File: config.mk
export PLATFORM = sky130hd
export DESIGN_NAME = qk_inst_seq_flat
export DESIGN_NICKNAME = d
export VERILOG_FILES = /design/src/rtl/qk_inst_seq_if.sv /design/src/rtl/qk_inst_seq.sv /design/src/flat_wrapper.sv
export SDC_FILE = /design/constraint.sdc
export NUM_CORES = 1
export LEC_CHECK = 0
export ABC_AREA = 0
export CELL_PAD_IN_SITES_DETAIL_PLACEMENT = 0
export CELL_PAD_IN_SITES_GLOBAL_PLACEMENT = 1
export CORE_MARGIN = 5
export CORE_UTILIZATION = 44
export CTS_CLUSTER_DIAMETER = 40
export DETAILED_ROUTE_END_ITERATION = 8
export GPL_ROUTABILITY_DRIVEN = 0
export HOLD_SLACK_MARGIN = 0.03
export PLACE_DENSITY = 0.94
export SLEW_MARGIN = 15
export SYNTH_ARGS = -nofsm -noshare
export SYNTH_HDL_FRONTEND = slang
export SYNTH_SLANG_ARGS = --single-unit
File: constraint.sdc
create_clock -name clk -period 5.1 [get_ports clk]
set_input_delay 1.02 -clock clk [delete_from_list [all_inputs] [get_ports clk]]
set_output_delay 1.02 -clock clk [all_outputs]
set_load 0.005 [all_outputs]
File: src/rtl/qk_inst_seq_if.sv
// Control/instruction bundle between the host and qk_inst_seq.
// The hold input exists only when QK_INST_SEQ_HOLD_EN is defined.
interface qk_inst_seq_if;
  logic        start;
  logic        abort;
  logic [18:0] inst;
  logic        busy;
  logic        done;
`ifdef QK_INST_SEQ_HOLD_EN
  logic        hold;
`endif

  modport master (
    output start,
    output abort,
`ifdef QK_INST_SEQ_HOLD_EN
    output hold,
`endif
    input  inst,
    input  busy,
    input  done
  );

  modport slave (
    input  start,
    input  abort,
`ifdef QK_INST_SEQ_HOLD_EN
    input  hold,
`endif
    output inst,
    output busy,
    output done
  );
endinterface

File: src/rtl/qk_inst_seq.sv
// Q.K attention instruction sequencer: K load, Q execute, OFIFO/SFP accumulate, normalize.
// Optional macro QK_INST_SEQ_HOLD_EN adds a hold input that stalls gap-to-phase transitions.
module qk_inst_seq #(
  parameter logic [7:0] col         = 8'd8,
  parameter logic [7:0] total_cycle = 8'd8,
  parameter logic [9:0] gap         = 10'd10
) (
  input  logic          clk,
  input  logic          reset,
  qk_inst_seq_if.slave  bus
);

  typedef enum logic [3:0] {
    S_IDLE,
    S_LOAD,
    S_LGAP,
    S_EXEC,
    S_EGAP,
    S_ACC,
    S_AGAP,
    S_NORM,
    S_DONE
  } state_t;

  localparam logic [4:0] LP_COL      = 5'(col);
  localparam logic [4:0] LP_TC       = 5'(total_cycle);
  localparam logic [4:0] LP_LOAD_END = 5'(col + 8'd1);
  localparam logic [4:0] LP_GAP_END  = 5'(gap - 10'd1);
  localparam logic [4:0] LP_TC_END   = 5'(total_cycle - 8'd1);
  localparam logic [4:0] LP_NORM_END = 5'(total_cycle + 8'd1);

  state_t      r_state;
  logic [4:0]  r_c;
  logic [18:0] r_inst;
  logic        r_busy;
  logic        r_done;

  state_t      w_state_nxt;
  logic [4:0]  w_c_nxt;
  logic [18:0] w_inst_nxt;
  logic        w_hold;

`ifdef QK_INST_SEQ_HOLD_EN
  assign w_hold = bus.hold;
`else
  assign w_hold = 1'b0;
`endif

  // Next state and phase counter; abort overrides every transition.
  always_comb begin
    w_state_nxt = r_state;
    w_c_nxt     = r_c + 5'd1;
    case (r_state)
      S_IDLE: begin
        w_c_nxt = '0;
        if (bus.start) w_state_nxt = S_LOAD;
      end
      S_LOAD: begin
        if (r_c == LP_LOAD_END) begin
          w_state_nxt = S_LGAP;
          w_c_nxt     = '0;
        end
      end
      S_LGAP: begin
        if (r_c == LP_GAP_END) begin
          if (w_hold) begin
            w_c_nxt = r_c;
          end else begin
            w_state_nxt = S_EXEC;
            w_c_nxt     = '0;
          end
        end
      end
      S_EXEC: begin
        if (r_c == LP_TC_END) begin
          w_state_nxt = S_EGAP;
          w_c_nxt     = '0;
        end
      end
      S_EGAP: begin
        if (r_c == LP_GAP_END) begin
          if (w_hold) begin
            w_c_nxt = r_c;
          end else begin
            w_state_nxt = S_ACC;
            w_c_nxt     = '0;
          end
        end
      end
      S_ACC: begin
        if (r_c == LP_TC_END) begin
          w_state_nxt = S_AGAP;
          w_c_nxt     = '0;
        end
      end
      S_AGAP: begin
        if (r_c == LP_TC_END) begin
          if (w_hold) begin
            w_c_nxt = r_c;
          end else begin
            w_state_nxt = S_NORM;
            w_c_nxt     = '0;
          end
        end
      end
      S_NORM: begin
        if (r_c == LP_NORM_END) begin
          w_state_nxt = S_DONE;
          w_c_nxt     = '0;
        end
      end
      S_DONE: begin
        w_state_nxt = S_IDLE;
        w_c_nxt     = '0;
      end
      default: begin
        w_state_nxt = S_IDLE;
        w_c_nxt     = '0;
      end
    endcase
    if (bus.abort) begin
      w_state_nxt = S_IDLE;
      w_c_nxt     = '0;
    end
  end

  // Instruction is decoded from the upcoming state/counter so the registered
  // output shows each state's c=0 word on the transition edge itself.
  always_comb begin
    w_inst_nxt = '0;
    case (w_state_nxt)
      S_LOAD: begin
        w_inst_nxt[6] = 1'b1;
        if (w_c_nxt >= 5'd1 && w_c_nxt <= LP_COL) begin
          w_inst_nxt[3]     = 1'b1;
          w_inst_nxt[15:12] = w_c_nxt[3:0] - 4'd1;
        end
      end
      S_EXEC: begin
        w_inst_nxt[7]     = 1'b1;
        w_inst_nxt[5]     = 1'b1;
        w_inst_nxt[15:12] = w_c_nxt[3:0];
      end
      S_ACC: begin
        w_inst_nxt[17] = 1'b1;
        w_inst_nxt[16] = 1'b1;
      end
      S_NORM: begin
        if (w_c_nxt <= LP_TC) w_inst_nxt[18] = 1'b1;
        if (w_c_nxt >= 5'd2) begin
          w_inst_nxt[0]    = 1'b1;
          w_inst_nxt[11:8] = w_c_nxt[3:0] - 4'd2;
        end
      end
      default: w_inst_nxt = '0;
    endcase
  end

  always_ff @(posedge clk or posedge reset) begin
    if (reset) begin
      r_state <= S_IDLE;
      r_c     <= '0;
      r_inst  <= '0;
      r_busy  <= 1'b0;
      r_done  <= 1'b0;
    end else begin
      r_state <= w_state_nxt;
      r_c     <= w_c_nxt;
      r_inst  <= w_inst_nxt;
      r_busy  <= (w_state_nxt != S_IDLE);
      r_done  <= (w_state_nxt == S_DONE);
    end
  end

  assign bus.inst = r_inst;
  assign bus.busy = r_busy;
  assign bus.done = r_done;

endmodule

File: src/flat_wrapper.sv
// flat-port wrapper written by rule: the top's interface ports become plain ports
module qk_inst_seq_flat 
#(
  parameter logic [7:0] col         = 8'd8,
  parameter logic [7:0] total_cycle = 8'd8,
  parameter logic [9:0] gap         = 10'd10
)
  (clk, reset, bus_start, bus_abort, bus_inst, bus_busy, bus_done);
  qk_inst_seq_if bus_i ();
  input  logic clk;
  input  logic reset;
  input wire logic [$bits(bus_i.start)-1:0] bus_start;
  input wire logic [$bits(bus_i.abort)-1:0] bus_abort;
  output wire logic [$bits(bus_i.inst)-1:0] bus_inst;
  output wire logic [$bits(bus_i.busy)-1:0] bus_busy;
  output wire logic [$bits(bus_i.done)-1:0] bus_done;
  assign bus_i.start = bus_start;
  assign bus_i.abort = bus_abort;
  assign bus_inst = bus_i.inst;
  assign bus_busy = bus_i.busy;
  assign bus_done = bus_i.done;
  qk_inst_seq #(.col(col), .total_cycle(total_cycle), .gap(gap)) u_core (.clk(clk), .reset(reset), .bus(bus_i));
endmodule
# [Yosys cells after proc, flatten, opt, wreduce, memory -nomap -nowiden]
# Cells that the tools add are included.
[op_classes] n_reduce_logical=5 div=0 n_addsub=3 n_shift=0 mux=27 eq_ne=14 n_lt_le_gt_ge=3 bitwise_logic=0 multipliers=0
[op_table] operator="$mux W4" count=12
[op_table] operator="$pmux W4 S8" count=1
[op_table] operator="$eq A4 B3 Y1 const B" count=6
[op_table] operator="$mux W5" count=3
[op_table] operator="$eq A4 B2 Y1 const B" count=3
[op_table] operator="$pmux W5 S2" count=1
[op_table] operator="$eq A4 B1 Y1 const B" count=2
[op_table] operator="$mux W1" count=8
[op_table] operator="$pmux W4 S2" count=1
[op_table] operator="$add A5 B1 Y5 const B" count=1
[op_table] operator="$eq A5 B3 Y1 const B" count=1
[op_table] operator="$eq A5 B4 Y1 const B" count=1
[op_table] operator="$ge A5 B1 Y1 const B" count=1
[op_table] operator="$ge A5 B2 Y1 const B" count=1
[op_table] operator="$le A5 B4 Y1 const B" count=1
[op_table] operator="$eq A4 B4 Y1 const B" count=1
[op_table] operator="$logic_not A4 Y1" count=1
[op_table] operator="$reduce_bool A4 Y1" count=1
[op_table] operator="$reduce_or A4 Y1" count=1
[op_table] operator="$sub A4 B1 Y4 const B" count=1
[op_table] operator="$sub A4 B2 Y4 const B" count=1
[op_table] operator="$reduce_or A3 Y1" count=1
[op_table] operator="$mux W2" count=1
[op_table] operator="$logic_and A1 B1 Y1" count=1
[word_totals] rom_bits=0 latch_bits=0 wordCells=57 regBits=27 n_memories=0 mem_bits_rw=0 input_bits=4 out_inout_bits=21

# [Depth between registers and ports, before layout]
# Gate-level depths: netlist of run 1.
[depth] word_depth=8 depth_mapped=12 depth_no_buf=12

# [Worst setup path after synthesis of run 1]
# OpenSTA, ideal clock, no wires.
[synth_timing] path_kind="register to register" from="reg u_core.r_c[0]" to="reg u_core.r_inst[12] (netlist: u_core.bus.inst[12])" path_stages_with_launch=12 arrival_time_ns=2.790 synth_period_minus_slack_ns=2.930 setup_slack_ns=2.170 required_time_ns=4.960 path_buffers=0 cell_sequence="dfrtp_1 > ha_1 > and4bb_4 > and2_2 > a2111oi_4 > o21ai_0 > or2_2 > ha_1 > a21oi_1 > a211oi_1 > o32ai_2 > o22ai_1"
[synth_between] elab_chain_cells=8
[synth_rtl] item="from (decl)" line="qk_inst_seq.sv:33" source="logic [4:0] r_c;"
[synth_rtl] item="from (signal assigned)" line="qk_inst_seq.sv:168" source="r_c <= w_c_nxt;"
[synth_rtl] item="$add A5 B1 Y5, or another cell as far along" line="qk_inst_seq.sv:52" source="w_c_nxt = r_c + 5'd1;"
[synth_rtl] item="$mux W5, on equally long branches"
[synth_rtl] item="$pmux W5 S2" line="qk_inst_seq.sv:53" source="case (r_state)"
[synth_rtl] item="$mux W5" line="qk_inst_seq.sv:121" source="if (bus.abort) begin"
[synth_rtl] item="$ge A5 B1 Y1 or $le A5 B4 Y1 (tied branches)" line="qk_inst_seq.sv:134" source="if (w_c_nxt >= 5'd1 && w_c_nxt <= LP_COL) begin"
[synth_rtl] item="$logic_and A1 B1 Y1" line="qk_inst_seq.sv:134"
[synth_rtl] item="$mux W4" line="qk_inst_seq.sv:134"
[synth_rtl] item="$pmux W4 S2 *" line="qk_inst_seq.sv:131" source="case (w_state_nxt)"
[synth_rtl] item="net u_core.w_inst_nxt[12]" line="qk_inst_seq.sv:40" source="logic [18:0] w_inst_nxt;"
[synth_rtl] item="to (signal assigned)" line="qk_inst_seq.sv:169" source="r_inst <= w_inst_nxt;"
[synth_rtl] item="to (decl)" line="qk_inst_seq.sv:34" source="logic [18:0] r_inst;"
# The timed path passes the listed nets; every way through them passes the cells marked *.

# [Final worst setup path of run 1]
# Same ends and word-level chain as after synthesis.

==> results of run 1 <==
[layout make-up]
class                           count  share of cell area, %
Sequential cell                    25                   35.2
Inverter                           12                   2.53
Clock inverter                      1                  0.422
Clock buffer                        3                   1.27
Timing Repair Buffer               21                   11.8
Multi-Input combinational cell    105                   45.6
Tap cell                           46                   3.23
[layer usage]
layer	track usage, %	wire, um	share of wire, %
met4	5.21	53	1.6
met3	3.62	149	4.4
met1	19.7	1510	45
met2	25.1	1650	49
met5	0	0	0
[worst reg2reg max path, cell delays in order, from the launching register on]
cell and delay (ns):
dfrtp_1 0.44, ha_1 0.23, and4bb_1 0.36, mux2_2 0.34, o22ai_1 0.29, o21ai_0 0.17, or2_2 0.40, ha_1 0.24
a21oi_1 0.19, a211oi_1 0.09, o32ai_2 0.37, o22ai_1 0.17
[worst max-delay path by stage]
stage,slack (ns),depth (start not counted),endpoint
after floorplan,2.17,11,u_core.bus.inst[12]$_DFF_PP0_
after global placement,1.61,9,u_core.bus.inst[12]$_DFF_PP0_
after detailed placement,1.49,9,u_core.bus.inst[12]$_DFF_PP0_
after CTS,1.74,11,u_core.bus.inst[12]$_DFF_PP0_
after global routing,1.51,11,u_core.bus.inst[12]$_DFF_PP0_
final,1.69,11,u_core.bus.inst[12]$_DFF_PP0_
[power groups by stage]
| stage | Combinational (uW) | Sequential, uW | Clock, uW |
|---|---|---|---|
| after global routing | 61.9 | 208 | 109 |
| after CTS | 56.1 | 207 | 97.3 |
| final | 55.9 | 207 | 96.6 |
| after floorplan | 40.2 | 210 | 0 |
| after detailed placement | 55.9 | 211 | 0 |
| after global placement | 54.2 | 211 | 0 |
[kinds of logic after synthesis]
kind of cell	Yosys count	share of synthesized area, %
compound gates	30	16.9
other cells	1	0.241
simple gates	57	23.5
buf+inv	22	8.13
flops	25	40.2
mux	3	2.33
fa+ha+maj	8	6.44
xor+xnor	4	2.25
[registers in the layout (all words and copies together), names as in the netlist]
signal           cells
u_core.bus.inst     14
u_core.r_c           5
u_core.r_state       4
u_core.bus.busy      1
u_core.bus.done      1
[metrics by stage]
step	instance area, sq um	worst slack [ns]
3_3_place_gp	1750	1.61
5_1_grt	1780	1.51
3_5_place_dp	1750	1.49
2_1_floorplan	1560	2.17
4_1_cts	1780	1.74
6_report	1780	1.69
[placed cells by master, fill, tap and decap left out, types with 2 or more instances in the layout]
cell / instances
clkdlybuf4s50_1: 21
and3_1: 3
xor2_1: 2
a2111oi_4: 2
clkbuf_4: 3
and2_1: 4
nor3_1: 8
nor2_1: 14
nand3_1: 3
ha_1: 8
xnor2_1: 2
o21ai_0: 4
nor4_1: 3
a211oi_1: 2
dfrtp_1: 25
o211ai_1: 4
o22ai_1: 4
a21o_1: 2
conb_1: 3
inv_1: 11
or2_2: 3
a21oi_1: 5
nand2_1: 7
==> impl_metrics.env, run 1 <==
export IMPL_reg2reg_slack_ns=1.69
export IMPL_max_freq_ghz=0.294
export IMPL_die_height_um=69.5
export IMPL_comb_power_share_pct=15.5
export IMPL_cp_num_buf_inv=0
export IMPL_final_nets=180
export IMPL_path_clk_slew_ns=0.14
export IMPL_via_count=1163
export IMPL_final_period_utilization_pct=66.8
export IMPL_first_global_vias=1244
export IMPL_status="finished, final reports clean"
export IMPL_cts_htree_levels=1
export IMPL_post_cts_hold_buffer_count=0
export IMPL_cap_violations=0
export IMPL_initial_core_util_pct=45.9
export IMPL_fillCellCount=307
export IMPL_drive_gt1_share_pct=12.6
export IMPL_worst_path_dominant_cell_family="compound AO/OA/AOI/OAI gates"
export IMPL_power_density_mw_per_mm2=202
export IMPL_die_area_sq_mm=0.00482
export IMPL_r2r_end="u_core.bus.inst[12]$_DFF_PP0_"
export IMPL_timing_hold_worst_endpoint="u_core.r_state[3]$_DFF_PP0_"
export IMPL_critical_path_endpoint_type="register"
export IMPL_combined_area_of_the_multi_input_logic_cells_sq_um=811
export IMPL_synth_area_leader_cell="dfrtp_1"
export IMPL_min_delay_path_class="reg -> reg"
export IMPL_power_total_uw=360
export IMPL_vdd_drop_max_mv=0.175
export IMPL_grt_max_degree=26
export IMPL_syn2layout_area_growth_pct=14.4
export IMPL_antennaDiodeCount=0
export IMPL_worst_hold_slack_ns=0.731
export IMPL_cp_data_arrival_time_ns=3.62
export IMPL_die_width_um=69.5
export IMPL_crit_fanout=11
export IMPL_synth_edff_count=0
export IMPL_most_area_consuming_cells_after_synthesis="dfrtp_1, ha_1, a2111oi_4"
export IMPL_globalRoute_totalOverflow=0
export IMPL_worst_slew_pin_transition_ns=0.954
export IMPL_power_switching_share_pct=28.0
export IMPL_worst_path_largest_cell_delay_ns=0.44
export IMPL_tritoncts="yes"
export IMPL_routedWlPerCell_um=15.8
export IMPL_initialDrtViolationCount=117
export IMPL_io_pin_count=25
export IMPL_yosys_warnings=0
export IMPL_synth_seq_cells=25
export IMPL_pwr_share_seq_pct=57.6
export IMPL_timing_hold_worst_start="u_core.r_c[4]$_DFF_PP0_"
export IMPL_post_synth_num_cell_types=48
export IMPL_fin_tns_setup_ns=0
export IMPL_grt_antenna_before_repair=0
export IMPL_hold_viol=0
export IMPL_critPathKind="reg -> reg"
export IMPL_worst_setup_path_start_kind="register"
export IMPL_synth_cells=150
export IMPL_num_rows=21
export IMPL_critPathLaunch="u_core.r_c[0]$_DFF_PP0_"
export IMPL_finalClockSkew_ns=0.00214
export IMPL_post_layout_nonfiller_instances=213
export IMPL_post_cts_repair_setup_buffers=0
export IMPL_seqCellArea_sq_um=626
export IMPL_timing_critical_path_required_ns=5.32
export IMPL_synth_avg_cell_area_sq_um=10.4
export IMPL_async_flop_share_pct=100
export IMPL_post_drt_via_cell_ratio=5.46
export IMPL_portion_of_the_post_synthesis_area_used_by_sequential_elements_pct=40.2
export IMPL_critPathSlowestCell="dfrtp_1"
export IMPL_synth_top_area_share_pct=40.2
export IMPL_reg2reg_from="u_core.r_c[0]$_DFF_PP0_"
export IMPL_p_clk_share_pct=26.9
export IMPL_mappedNetlistArea_sq_mm=0.00156
export IMPL_whs_path_depth=2
export IMPL_timing_max_transition_violations_final=0
export IMPL_worst_r2r_cell_count=11
export IMPL_wire_length_of_the_first_global_routing_pass_um=6030
export IMPL_synth_main_ff_cell="dfrtp_1"
export IMPL_port_buffer_count=21
export IMPL_route_detailed_drc=0
export IMPL_clock_sink_count=25
export IMPL_power_static_leakage_uw=0.000788
export IMPL_power_switching_uw=101
export IMPL_clock_path_buffers=2
export IMPL_global_route_usage_total_pct=15.3
export IMPL_core_area_sq_mm=0.00339
export IMPL_number_of_buffers_added_by_the_clock_tree_synthesis_step=3
export IMPL_slew_limit_headroom_pct=36.3
export IMPL_place_inst=209
export IMPL_detailed_place_hpwl_um=2540
export IMPL_post_route_ant_nets=0
export IMPL_cp_cell_sequence="ha_1 -> and4bb_1 -> mux2_2 -> o22ai_1 -> o21ai_0 -> or2_2 -> ha_1 -> a21oi_1 -> a211oi_1 -> o32ai_2 -> o22ai_1"
export IMPL_internal_power_uw=259
export IMPL_ctsRootBufferMaster="clkbuf_4"
export IMPL_cts_resized=0
export IMPL_worst_skew_pair_late_latency_ns=0.34
export IMPL_yosysMostFrequentCell="dfrtp_1"
export IMPL_period_needed_ns=3.41
export IMPL_synthTopCellsByCount="dfrtp_1, nor2_1, inv_1, ha_1, nor3_1"
export IMPL_drt_total_wl_um=3360
export IMPL_rsz_0062_raised_after_global_routing="false"
export IMPL_setup_viol=0
export IMPL_final_util_pct=52.5
export IMPL_pre_repair_dr_iteration_count=4
(Power assumes the default switching activity.)
==> run 2: changes to the inputs <==
- CORE_UTILIZATION: 44 -> 37
- PLACE_DENSITY: 0.94 -> 0.86
- clock period: 5.1 -> 2.9 ns (I/O delays scaled with it)
==> run 2 against run 1 <==
Against the previous run:
- core utilization fell by 2.7 points
- clock power rose by 120%
- via count rose by 10%
- setup slack got worse by 1.6 ns
- register-to-register slack got worse by 1.6 ns
- routed wire length rose by 10%
- sequential cell count did not move
- cell count rose by 13%
- worst hold slack got worse by 0.076 ns
- critical endpoint is now u_core.bus.inst[14]$_DFF_PP0_
- largest cell class unchanged
==> impl_metrics.env, run 2 (synthesis gave the netlist of run 1 again) <==
export IMPL_status="finished, final reports clean"
export IMPL_number_of_buffers_added_by_the_clock_tree_synthesis_step=3
export IMPL_r2r_end="u_core.bus.inst[14]$_DFF_PP0_"
export IMPL_cp_num_buf_inv=1
export IMPL_routedWlPerCell_um=15.4
export IMPL_final_util_pct=49.8
export IMPL_finalClockSkew_ns=0.00125
export IMPL_met2_length_um=1870
export IMPL_timing_max_transition_violations_final=0
export IMPL_reg2reg_slack_ns=0.09
export IMPL_critPathSlowestCell="dfrtp_1"
export IMPL_crit_fanout=4
export IMPL_path_common_cell="ha_2"
export IMPL_post_route_ant_nets=0
export IMPL_period_needed_ns=2.81
export IMPL_rsz_0062_raised_after_global_routing="false"
export IMPL_worst_r2r_cell_count=12
export IMPL_slew_limit_headroom_pct=60.4
export IMPL_post_drt_via_cell_ratio=5.35
export IMPL_global_route_usage_total_pct=14.6
export IMPL_critical_path_endpoint_type="register"
export IMPL_critPathLaunch="u_core.r_c[0]$_DFF_PP0_"
export IMPL_detailed_place_hpwl_um=2670
export IMPL_grt_max_degree=26
export IMPL_worst_skew_pair_late_latency_ns=0.27
export IMPL_via_count=1284
export IMPL_cp_cell_sequence="ha_2 -> and4bb_2 -> mux2_4 -> o22ai_4 -> o21ai_1 -> or2_2 -> ha_2 -> a21oi_2 -> a211oi_1 -> o32ai_2 -> buf_4 -> o22ai_1"
export IMPL_timing_critical_path_required_ns=3.06
export IMPL_path_clk_slew_ns=0.09
export IMPL_power_density_mw_per_mm2=347
export IMPL_combined_area_of_the_multi_input_logic_cells_sq_um=845
export IMPL_drt_total_wl_um=3700
export IMPL_wl_met3_um=191
export IMPL_ctsRootBufferMaster="clkbuf_8"
export IMPL_reg2reg_from="u_core.r_c[0]$_DFF_PP0_"
export IMPL_port_buffer_count=21
export IMPL_syn2layout_area_growth_pct=29.0
export IMPL_pre_cts_ws_ns=-0.0510
export IMPL_grt_antenna_before_repair=0
export IMPL_largest_reg_flops=14
export IMPL_die_width_um=74.8
export IMPL_clock_path_buffers=2
export IMPL_core_area_sq_mm=0.00403
export IMPL_worst_slew_pin_transition_ns=0.589
export IMPL_route_detailed_drc=0
export IMPL_die_height_um=74.8
export IMPL_critPathKind="reg -> reg"
export IMPL_max_freq_ghz=0.356
export IMPL_cp_data_arrival_time_ns=2.96
export IMPL_cap_violations=0
export IMPL_pre_repair_dr_iteration_count=4
export IMPL_layout_cells_most_common_list="dfrtp_1, buf_4, clkdlybuf4s50_1"
export IMPL_final_nets=203
export IMPL_layout_cells_most_common="dfrtp_1"
export IMPL_antennaDiodeCount=0
export IMPL_top_layer="met4"
export IMPL_power_static_leakage_uw=0.000906
export IMPL_first_global_vias=1306
export IMPL_final_period_utilization_pct=96.8
export IMPL_die_area_sq_mm=0.00560
export IMPL_layout_setup_ws_ns=0.0929
export IMPL_clock_sink_count=25
export IMPL_wl_met1_um=1600
export IMPL_initial_core_util_pct=38.6
export IMPL_wire_length_of_the_first_global_routing_pass_um=6230
export IMPL_initialDrtViolationCount=94
export IMPL_worst_path_dominant_cell_family="compound AO/OA/AOI/OAI gates"
export IMPL_worst_path_largest_cell_delay_ns=0.42
export IMPL_seqCellArea_sq_um=626
export IMPL_post_cts_hold_buffer_count=0
export IMPL_fillCellCount=374
export IMPL_hold_viol=0
export IMPL_tritoncts="yes"
export IMPL_vdd_drop_max_mv=0.252
export IMPL_num_rows=23
export IMPL_worst_setup_path_start_kind="register"
export IMPL_setup_viol=0
export IMPL_drive_gt1_share_pct=27.4
export IMPL_cts_htree_levels=1
export IMPL_min_delay_path_class="in -> async"
export IMPL_io_pin_count=25
export IMPL_globalRoute_totalOverflow=0
==> run 2: cell types whose count changed in the layout (fill, tap and decap cells not counted), sizes merged <==
cell | previous run | this run
clkinvlp | 1 | 0
buf | 0 | 23
clkinv | 1 | 2
==> run 2: per-stage QoR <==
| step | total power [uW] | TNS, ns | std cells | area (sq um) | hold WS, ns |
|---|---|---|---|---|---|
| after global placement | 474 | 0 | 226 | 1850 | 0.676 |
| final | 697 | 0 | 240 | 2010 | 0.655 |
| after floorplan | 440 | 0 | 152 | 1560 | 0.607 |
| after CTS | 697 | 0 | 238 | 1970 | 0.668 |
| after detailed placement | 477 | -0.0970 | 226 | 1850 | 0.705 |
| after global routing | 732 | 0 | 240 | 2010 | 0.691 |
==> run 2: final cells by class <==
class	count	area share, %
inverters	12	2.24
clock inverters	1	0.249
well taps	50	3.12
flip-flops and latches	25	31.2
repair buffers	44	19.1
multi-input cells	105	42.1
clock buffers	3	2.06
==> run 2: worst min-delay path, delay by kind of cell <==
kind	cells	cell delay (ns)
buf+inv	3	0.75
==> run 2: where the power goes <==
part           internal, uW  switching [uW]  leakage [uW]  total (uW)
logic                  62.8            60.1      0.000536         123
clock network          96.3             113     0.0000255         210
registers               358            7.07      0.000345         365
total                   517             181      0.000906         697
==> run 2: how the worst max path moves through the flow <==
stage / slack (ns) / cells after the start / end
2_1_floorplan: 0.01 / 11 / u_core.bus.inst[12]$_DFF_PP0_
3_3_place_gp: 0.07 / 11 / u_core.bus.inst[12]$_DFF_PP0_
3_5_place_dp: -0.05 / 11 / u_core.bus.inst[12]$_DFF_PP0_
4_1_cts: 0.03 / 11 / u_core.bus.inst[12]$_DFF_PP0_
5_1_grt: 0.008 / 15 / u_core.bus.inst[15]$_DFF_PP0_
6_report: 0.09 / 12 / u_core.bus.inst[14]$_DFF_PP0_
==> run 2: metal layers <==
layer	global-route usage, %	vias up
met5	0	-
li1	-	611
met3	2.94	5
met4	2.96	0
met1	18.8	634
met2	25.3	34
==> run 2: what timing repair did <==
action                                  CTS  global route
buffers inserted                          8             2
pin swaps                                 4             4
endpoints found under the setup margin    3             9
gates resized for setup                   4             8
hold endpoints to repair                  0             0
==> variant (settings of run 2) <==
The 9 states of `state_t` get a one-hot encoding in 9 bits.
--- a/src/rtl/qk_inst_seq.sv
+++ b/src/rtl/qk_inst_seq.sv
@@ -12,12 +12,12 @@
 
-  typedef enum logic [3:0] {
-    S_IDLE,
-    S_LOAD,
-    S_LGAP,
-    S_EXEC,
-    S_EGAP,
-    S_ACC,
-    S_AGAP,
-    S_NORM,
-    S_DONE
+  typedef enum logic [8:0] {
+    S_IDLE = 9'b000000001,
+    S_LOAD = 9'b000000010,
+    S_LGAP = 9'b000000100,
+    S_EXEC = 9'b000001000,
+    S_EGAP = 9'b000010000,
+    S_ACC  = 9'b000100000,
+    S_AGAP = 9'b001000000,
+    S_NORM = 9'b010000000,
+    S_DONE = 9'b100000000
   } state_t;
Function: same outputs for any inputs over 10 cycles, from zero or initial values and one cycle with reset high; not proved beyond that.
==> variant against run 2 <==
- utilization is 0.44 points higher
- total power up 16%
- worst setup slack better by 16 ps
- fmax up 0.59%
- combinational power is 38% lower
- synthesized area increased by 6.8%
- synthesized cell count increased by 13%
- sequential cell count increased by 5
- routed wire length rose by 0.27%
- cell area grew 9.0%
- largest cell class unchanged
==> variant: results <==
{
  "clkSlewWorstSetupHoldPaths_ps": 60,
  "dr_wl_met2_microns": 1920,
  "clockBufferDepth": 2,
  "numCtsBuffers": 5,
  "drive_gt1_share_pct": 24.5,
  "htreeDepth": 2,
  "detailedPlace.worstSlack_ps": 50.0,
  "cts_repair_resize_count": 0,
  "max_stage_delay_ps": 440,
  "fillers": 395,
  "ir_worst_vdd_v": 0.000254,
  "ys_top_cells_by_area": "sky130_fd_sc_hd__dfrtp_1, sky130_fd_sc_hd__ha_1, sky130_fd_sc_hd__nor3_1, sky130_fd_sc_hd__buf_4, sky130_fd_sc_hd__nor2_1",
  "layout.clock_buffers": 7,
  "met3_usage_pct": 4.33,
  "post_cts.repair.setup_buffers": 0,
  "grt_use_met1_pct": 14.5,
  "worst-path-max-fanout": 5,
  "combined_flip_flop_and_latch_cell_area_sq_um": 756,
  "synth_cell_types": 47,
  "buffer_area_share_pct": 18.2,
  "slowest_cell_on_the_critical_path": "sky130_fd_sc_hd__dfrtp_2",
  "worst_slew_pin_slew_ps": 792,
  "io_buffers": 21,
  "groute.usage.overall_pct": 12.8,
  "numPlacedInstances": 250,
  "seq_cells": 30,
  "layout.non_clock_buffers": 46,
  "sequential_to_total_area_share_from_yosys_stat_pct": 45.3,
  "post_drt_via_cell_ratio": 5.23,
  "synthCells": 169,
  "critPathLaunch": "u_core.r_c[0]$_DFF_PP0_",
  "multi_input_gates": 117,
  "rr_worst_depth": 14,
  "global_route.usage.met2_pct": 21.9,
  "m1WireLength_microns": 1500,
  "holdWs_ps": 630,
  "setup_slack_reg_to_reg_ps": 110,
  "clk-insertion-delay-late_ps": 280,
  "multi_input_area_sq_um": 846,
  "grt_pass1_wl_microns": 6180,
  "drt_first_iter_violations": 60,
  "wire_length_per_cell_microns": 14.1,
  "finalNetCount": 224,
  "wl_met3_microns": 193,
  "switchingPower_mw": 0.187,
  "total_number_of_vias": 1381,
  "grt_max_degree": 19,
  "period_needed_ps": 2790,
  "detailedPlacementHpwl_microns": 2750,
  "worstSetupEndpoint": "u_core.bus.inst[14]$_DFF_PP0_",
  "final-clk-cell-share_pct": 3.49,
  "cp.arrival_ps": 2950,
  "timing.clock.skew_ps": 4.16,
  "outcome": "finished clean",
  "cell_types_with_the_highest_counts_after_synthesis": "sky130_fd_sc_hd__dfrtp_1, sky130_fd_sc_hd__nor2_1, sky130_fd_sc_hd__nor3_1",
  "leakagePower_nw": 0.984
}
==> variant: cell types whose count changed in the layout (fill, tap and decap cells not counted), moves of 3 or more <==
cell and change:
sky130_fd_sc_hd__ha_2 -3, sky130_fd_sc_hd__dfrtp_2 +3, sky130_fd_sc_hd__nand3_1 +4, sky130_fd_sc_hd__and2_1 -3
sky130_fd_sc_hd__o21ai_1 +4, sky130_fd_sc_hd__and3_1 -3, sky130_fd_sc_hd__nor3_1 +3, sky130_fd_sc_hd__or3_1 +3
sky130_fd_sc_hd__o211ai_1 -3, sky130_fd_sc_hd__nor2b_1 +5
==> variant: worst max-delay path: cells and delay by family, from the launching register on <==
kind / cells / cell delay [ps]
fa+ha+maj: 2 / 410
flops: 1 / 440
buf+inv: 2 / 200
compound gates: 7 / 880
simple gates: 3 / 760
==> variant: logic make-up (layout without fill, tap and decap cells) <==
group / after synthesis / count (layout) / synth area share [%]
AND/OR/NAND/NOR: 65 / 65 / 23.0
AO/OA/AOI/OAI: 35 / 35 / 14.6
other: 1 / 3 / 0.226
XOR/XNOR: 6 / 6 / 3.16
flip-flops: 30 / 30 / 45.3
buffers and inverters: 24 / 65 / 7.68
adder cells (fa/ha/maj): 8 / 8 / 6.02
==> variant: power by group through the flow <==
stage / clock network [mW] / registers (mW) / logic (mW)
final: 0.304 / 0.432 / 0.0761
after global routing: 0.339 / 0.432 / 0.0853
after CTS: 0.314 / 0.432 / 0.0727
after detailed placement: 0 / 0.440 / 0.0726
after global placement: 0 / 0.439 / 0.0721
after floorplan: 0 / 0.439 / 0.0444
==> variant: through the flow <==
step | TNS (ps) | area [sq um]
after floorplan | 0 | 1670
after global placement | 0 | 2000
after detailed placement | 0 | 2000
after CTS | 0 | 2070
after global routing | -104 | 2190
final | 0 | 2190
